==> config.mk <==
export PLATFORM = sky130hd
export DESIGN_NAME = mmio_bridge
export DESIGN_NICKNAME = d
export VERILOG_FILES = /design/src/rtl/mmio_pkg.sv /design/src/rtl/mmio_sync2.sv /design/src/rtl/mmio_bridge.sv
export SDC_FILE = /design/constraint.sdc
export NUM_CORES = 1
export LEC_CHECK = 0
export ABC_AREA = 0
export CAP_MARGIN = 5
export CORE_MARGIN = 2
export CORE_UTILIZATION = 50
export DETAILED_ROUTE_END_ITERATION = 8
export PLACE_DENSITY = 0.81
export SLEW_MARGIN = 20
export SYNTH_ARGS = -nofsm -noshare
export SYNTH_HDL_FRONTEND = slang
export SYNTH_HIERARCHICAL = 1
export SYNTH_SLANG_ARGS = --single-unit
==> constraint.sdc <==
create_clock -name clk -period 6.3 [get_ports clk]
set_input_delay 0.63 -clock clk [delete_from_list [all_inputs] [get_ports clk]]
set_output_delay 0.63 -clock clk [all_outputs]
set_load 0.02 [all_outputs]
==> src/rtl/mmio_pkg.sv <==
`default_nettype none
// ============================================================================
// Module      : mmio_pkg
// Description : Shared constants, register-select enum and offset decoder
//               for the processor-to-Memory/MMIO bridge.
// Revision    : 1.0 - initial release
// ============================================================================
package mmio_pkg;

    localparam logic [31:0] MMIO_BASE_DEFAULT = 32'h0000_0200;

    localparam logic [4:0] IN0_OFS  = 5'h00;
    localparam logic [4:0] IN1_OFS  = 5'h04;
    localparam logic [4:0] IN2_OFS  = 5'h08;
    localparam logic [4:0] OUT0_OFS = 5'h10;
    localparam logic [4:0] OUT1_OFS = 5'h14;
    localparam logic [4:0] OUT2_OFS = 5'h18;
    localparam logic [4:0] CNT_OFS  = 5'h1C;

    typedef enum logic [2:0] {
        REG_NONE = 3'd0,
        REG_IN0  = 3'd1,
        REG_IN1  = 3'd2,
        REG_IN2  = 3'd3,
        REG_OUT0 = 3'd4,
        REG_OUT1 = 3'd5,
        REG_OUT2 = 3'd6,
        REG_CNT  = 3'd7
    } mmio_reg_t;

    // Takes a word offset from the MMIO base; anything past the 32-byte
    // window or on the hole at 0x0C selects nothing.
    function automatic mmio_reg_t decode_ofs(input logic [29:0] i_word_ofs);
        mmio_reg_t v_sel;
        v_sel = REG_NONE;
        if (i_word_ofs[29:3] == '0) begin
            case ({i_word_ofs[2:0], 2'b00})
                IN0_OFS:  v_sel = REG_IN0;
                IN1_OFS:  v_sel = REG_IN1;
                IN2_OFS:  v_sel = REG_IN2;
                OUT0_OFS: v_sel = REG_OUT0;
                OUT1_OFS: v_sel = REG_OUT1;
                OUT2_OFS: v_sel = REG_OUT2;
                CNT_OFS:  v_sel = REG_CNT;
                default:  v_sel = REG_NONE;
            endcase
        end
        return v_sel;
    endfunction

endpackage
`default_nettype wire

==> src/rtl/mmio_sync2.sv <==
`default_nettype none
// ============================================================================
// Module      : mmio_sync2
// Description : Parameterized-width two-flop synchronizer, synchronous reset.
// Revision    : 1.0 - initial release
// ============================================================================
module mmio_sync2 #(
    parameter int WIDTH = 32
) (
    input  logic             clk,
    input  logic             rst,
    input  logic [WIDTH-1:0] i_d,
    output logic [WIDTH-1:0] o_q
);

    logic [WIDTH-1:0] r_s1;
    logic [WIDTH-1:0] r_s2;

    always_ff @(posedge clk) begin
        if (rst) begin
            r_s1 <= '0;
            r_s2 <= '0;
        end else begin
            r_s1 <= i_d;
            r_s2 <= r_s1;
        end
    end

    assign o_q = r_s2;

endmodule
`default_nettype wire

==> src/rtl/mmio_bridge.sv <==
`default_nettype none
// ============================================================================
// Module      : mmio_bridge
// Description : Routes processor data requests to Memory below MMIO_BASE and
//               to a small bank of I/O registers and a cycle counter above it.
// Revision    : 1.0 - initial release
// ============================================================================
module mmio_bridge
    import mmio_pkg::*;
#(
    parameter logic [31:0] MMIO_BASE = MMIO_BASE_DEFAULT
) (
    input  logic        clk,
    input  logic        rst,
    input  logic        proc_val,
    output logic        proc_wait,
    input  logic        proc_type,
    input  logic [31:0] proc_addr,
    input  logic [31:0] proc_wdata,
    output logic [31:0] proc_rdata,
    output logic        mem_val,
    output logic        mem_type,
    output logic [31:0] mem_addr,
    output logic [31:0] mem_wdata,
    input  logic        mem_wait,
    input  logic [31:0] mem_rdata,
    input  logic [31:0] in0,
    input  logic [31:0] in1,
    input  logic [31:0] in2,
    output logic [31:0] out0,
    output logic [31:0] out1,
    output logic [31:0] out2,
    output logic [2:0]  out_strobe
);

    logic        w_is_mem;
    logic        w_is_io;
    logic        w_io_wr;
    logic [29:0] w_word_ofs;
    mmio_reg_t   w_sel;
    logic [31:0] w_in0_sync;
    logic [31:0] w_in1_sync;
    logic [31:0] w_in2_sync;
    logic [31:0] w_io_rdata;

    logic [31:0] r_out0;
    logic [31:0] r_out1;
    logic [31:0] r_out2;
    logic [2:0]  r_strobe;
    logic [31:0] r_cnt;

    // Decode works on word addresses so the byte-lane bits never matter.
    assign w_is_mem   = proc_addr[31:2] < MMIO_BASE[31:2];
    assign w_is_io    = !w_is_mem;
    assign w_word_ofs = proc_addr[31:2] - MMIO_BASE[31:2];
    assign w_sel      = decode_ofs(w_word_ofs);
    assign w_io_wr    = proc_val && proc_type && w_is_io && !rst;

    assign mem_val   = proc_val && w_is_mem && !rst;
    assign mem_type  = proc_type;
    assign mem_addr  = proc_addr;
    assign mem_wdata = proc_wdata;
    assign proc_wait = w_is_mem ? mem_wait : 1'b0;

    mmio_sync2 #(.WIDTH(32)) u_sync_in0 (.clk(clk), .rst(rst), .i_d(in0), .o_q(w_in0_sync));
    mmio_sync2 #(.WIDTH(32)) u_sync_in1 (.clk(clk), .rst(rst), .i_d(in1), .o_q(w_in1_sync));
    mmio_sync2 #(.WIDTH(32)) u_sync_in2 (.clk(clk), .rst(rst), .i_d(in2), .o_q(w_in2_sync));

    // A counter load replaces the increment on that edge.
    always_ff @(posedge clk) begin
        if (rst) begin
            r_out0   <= '0;
            r_out1   <= '0;
            r_out2   <= '0;
            r_strobe <= '0;
            r_cnt    <= '0;
        end else begin
            r_strobe <= '0;
            r_cnt    <= r_cnt + 32'd1;
            if (w_io_wr) begin
                case (w_sel)
                    REG_OUT0: begin
                        r_out0      <= proc_wdata;
                        r_strobe[0] <= 1'b1;
                    end
                    REG_OUT1: begin
                        r_out1      <= proc_wdata;
                        r_strobe[1] <= 1'b1;
                    end
                    REG_OUT2: begin
                        r_out2      <= proc_wdata;
                        r_strobe[2] <= 1'b1;
                    end
                    REG_CNT:  r_cnt <= proc_wdata;
                    default:  ;
                endcase
            end
        end
    end

    always_comb begin
        w_io_rdata = '0;
        case (w_sel)
            REG_IN0:  w_io_rdata = w_in0_sync;
            REG_IN1:  w_io_rdata = w_in1_sync;
            REG_IN2:  w_io_rdata = w_in2_sync;
            REG_OUT0: w_io_rdata = r_out0;
            REG_OUT1: w_io_rdata = r_out1;
            REG_OUT2: w_io_rdata = r_out2;
            REG_CNT:  w_io_rdata = r_cnt;
            default:  w_io_rdata = '0;
        endcase
    end

    assign proc_rdata = (!proc_val || proc_type || rst) ? 32'h0 :
                        (w_is_mem ? mem_rdata : w_io_rdata);

    assign out0       = r_out0;
    assign out1       = r_out1;
    assign out2       = r_out2;
    assign out_strobe = r_strobe;

endmodule
`default_nettype wire

==> results.cfg <==
[worst_setup_path]
crit_required_ps = 5670
crit_buf_inv = 2
regToRegEndpoint = r_cnt[31]
path_cells = clkdlybuf4s50_1 > nor3_1 > nand4b_1 > a2111oi_2 > a31o_2 > and3_1 > a221o_1 > clkdlybuf4s50_1
cpMostUsedCell = clkdlybuf4s50_1
cpPeakStageDelay_ps = 730
crit_slowest_cell = and3_1
worst_setup_path_end_kind = primary output
critPathKind = input pin to primary output
cp_top_family = simple AND/OR/NAND/NOR gates
rrSetupSlack_ps = 3670
worstRegToRegCells = 6
worstPathMaxFanout = 21
cp-start-kind = input pin
crit_arrival_ps = 4400
r2r-start = r_cnt[4]

[clock_network]
cts_hold_buf = 0
cts_tree = built
numCtsBuffers = 35
cts_root_buf = clkbuf_16
post-cts-setup-buffer-count = 0
clock_path_buffers = 3
htree_levels = 2
cts_resized = 0
cts_sinks = 323
clk_pin_slew_worst_paths_ps = 60
clkLatencyLatePin_ps = 500

[global_route]
antenna_found_initial = 4
grt_pass1_wl_um = 61000
grt_max_degree = 130
overflow = 0
grtUsageTotal = 0.260
first_global_vias = 10400

[timing]
setup_viol = 0
rsz0062_at_grt = no
slew_violations = 0
hold_ws_ps = 432
fin_skew_ps = 11.6
max_freq_ghz = 0.199
setup_tns_ps = 0
tightest_slew_ps = 1100
finalCritPeriodShare = 0.798
relSlewSlack = 0.266
setup_ws_ps = 1270
finalCriticalPeriod_ps = 5030
hold_viol = 0

[synthesis]
postSynthAreaPerCell_um2 = 10.8
synth_top_family_by_area = simple AND/OR/NAND/NOR gates
synth-simple-area-share = 0.246
synth_edf_count = 0
synth_xor_xnor_area_share = 0.0177
synth.most_common_cell = dfxtp_1
yosys_register_bits = 323
synthesis.area_um2 = 14400
synth_compound_area_frac = 0.0584
ys_seq_area_frac = 0.450
synth.distinct_cells = 52
syn_inst = 1327
syn-num-nets = 1525
muxShareOfSynthArea = 0.152
synth_warnings = 6
synthFlopType = dfxtp_1
synth_top_area_frac = 0.450
synth_top_cell_by_area = dfxtp_1
synth_fa_ha_area_frac = 0.000870
synth_area_leaders = dfxtp_1 (45%), nor2b_2 (11%), mux2i_1 (11%), nand2b_1 (7.0%), buf_4 (3.7%)
async_flop_share = 0
synthTopCellsByCount = dfxtp_1 (323), nor2b_2 (180), nand2b_1 (162), mux2i_1 (157), buf_4 (71)

[job]
maxCapViolCount = 0

[route]
wl_per_cell_um = 20.2
m1WireLength_um = 18500
drtPass1Iterations = 5
vias_per_cell = 5.24
met2_length_um = 18400
routed_wl_um = 40800
vias = 10600
wl_met3_um = 2710
ant_nets = 0
drt_iter0_markers = 675
top_layer = met5
drc = 0

[power]
peakVddDrop_v = 0.000207
p_per_area_nw_per_um2 = 241
p_leak_uw = 0.00740

[finish]
fill_cells = 2287
finalNonFillerCells = 2017
drive_above_1_share = 0.190
nets = 1808
syn_to_final_growth_pct = 32.2

[placed_design]
dpl.cell_count = 1957
dp_hpwl_um = 29300
pre_cts_ws_ps = 1340
place.gp.congestion = 0.873
port_buffers = 390

[floorplan]
core_area_um2 = 28500
start_util = 0.504
num_rows = 62
dieArea_um2 = 30100
fp.dieH_um = 174
io_pins = 395
die_x_um = 174

[min_path]
worstHoldPathCells = 1
min_from = u_sync_in2/r_s1[28]
min_to = u_sync_in2/o_q[28]
hold_class = flop to flop

[status]
status = complete, no violations
## sequential cells by signal, summed over array words and instances, names as in the netlist
name and count:
u_sync_in2/o_q 32, u_sync_in1/o_q 32, out1 32, u_sync_in0/r_s1 32, u_sync_in0/o_q 32, u_sync_in1/r_s1 32, r_cnt 32, out_strobe 3
out2 32, out0 32, u_sync_in2/r_s1 32
## stage by stage
stage	total power, µW	instance area (µm²)	util
floorplan	2400	14400	-
global placement	2570	17800	0.625
detailed placement	2580	17800	0.625
CTS	4620	19000	0.666
global route	4720	19000	0.666
finish	4580	19000	0.666
## per-layer routing
| layer | vias up | GRT usage |
|---|---|---|
| li1 | 5067 | - |
| met1 | 5070 | 0.355 |
| met2 | 363 | 0.409 |
| met3 | 73 | 0.0647 |
| met4 | 6 | 0.0777 |
| met5 | - | 0 |
## worst max-delay path by stage
stage	startpoint	endpoint	slack, ps	cells after the start
2_1_floorplan	proc_addr[10]	proc_rdata[15]	2930	7
3_3_place_gp	proc_addr[10]	proc_rdata[5]	1420	8
3_5_place_dp	proc_addr[13]	proc_rdata[7]	1340	8
4_1_cts	proc_addr[13]	proc_rdata[7]	1330	8
5_1_grt	proc_addr[13]	proc_rdata[9]	1090	8
6_report	proc_addr[13]	proc_rdata[9]	1270	8
## kinds of logic after synthesis
logic type	after synthesis
buffers and inverters	162
and+or+nand+nor	513
DFF	323
muxes	193
AOI/OAI and AO/OA	106
xor gates and xnor gates	29
adders and majority gates	1
## area by class of cell
type	instances	area, µm²	share of cell area
inverters	2	7.51	0.000395
flip-flops and latches	323	6470	0.340
multi-input cells	842	6880	0.362
clock buffers	44	992	0.0522
diodes	1	2.50	0.000132
clock inverters	15	173	0.00908
repair buffers	406	4020	0.211
well taps	384	480	0.0253
## power by group
| group | total [µW] | switching (µW) | internal, µW |
|---|---|---|---|
| logic | 417 | 186 | 231 |
| clock network | 2040 | 804 | 1240 |
| registers | 2120 | 15.6 | 2100 |
## cell usage in the layout, fill, tap and decap left out, types with 17 or more instances in the layout
cell type	count
clkbuf_16	37
xnor2_1	22
mux4_2	19
buf_4	17
mux2i_1	157
nand2b_1	161
nand2_1	26
nand3_1	19
nor2b_2	180
dfxtp_1	323
nor4_1	18
a21oi_1	19
nor2_1	37
clkdlybuf4s50_1	386
Note: power is estimated with default switching activity, not from simulation.
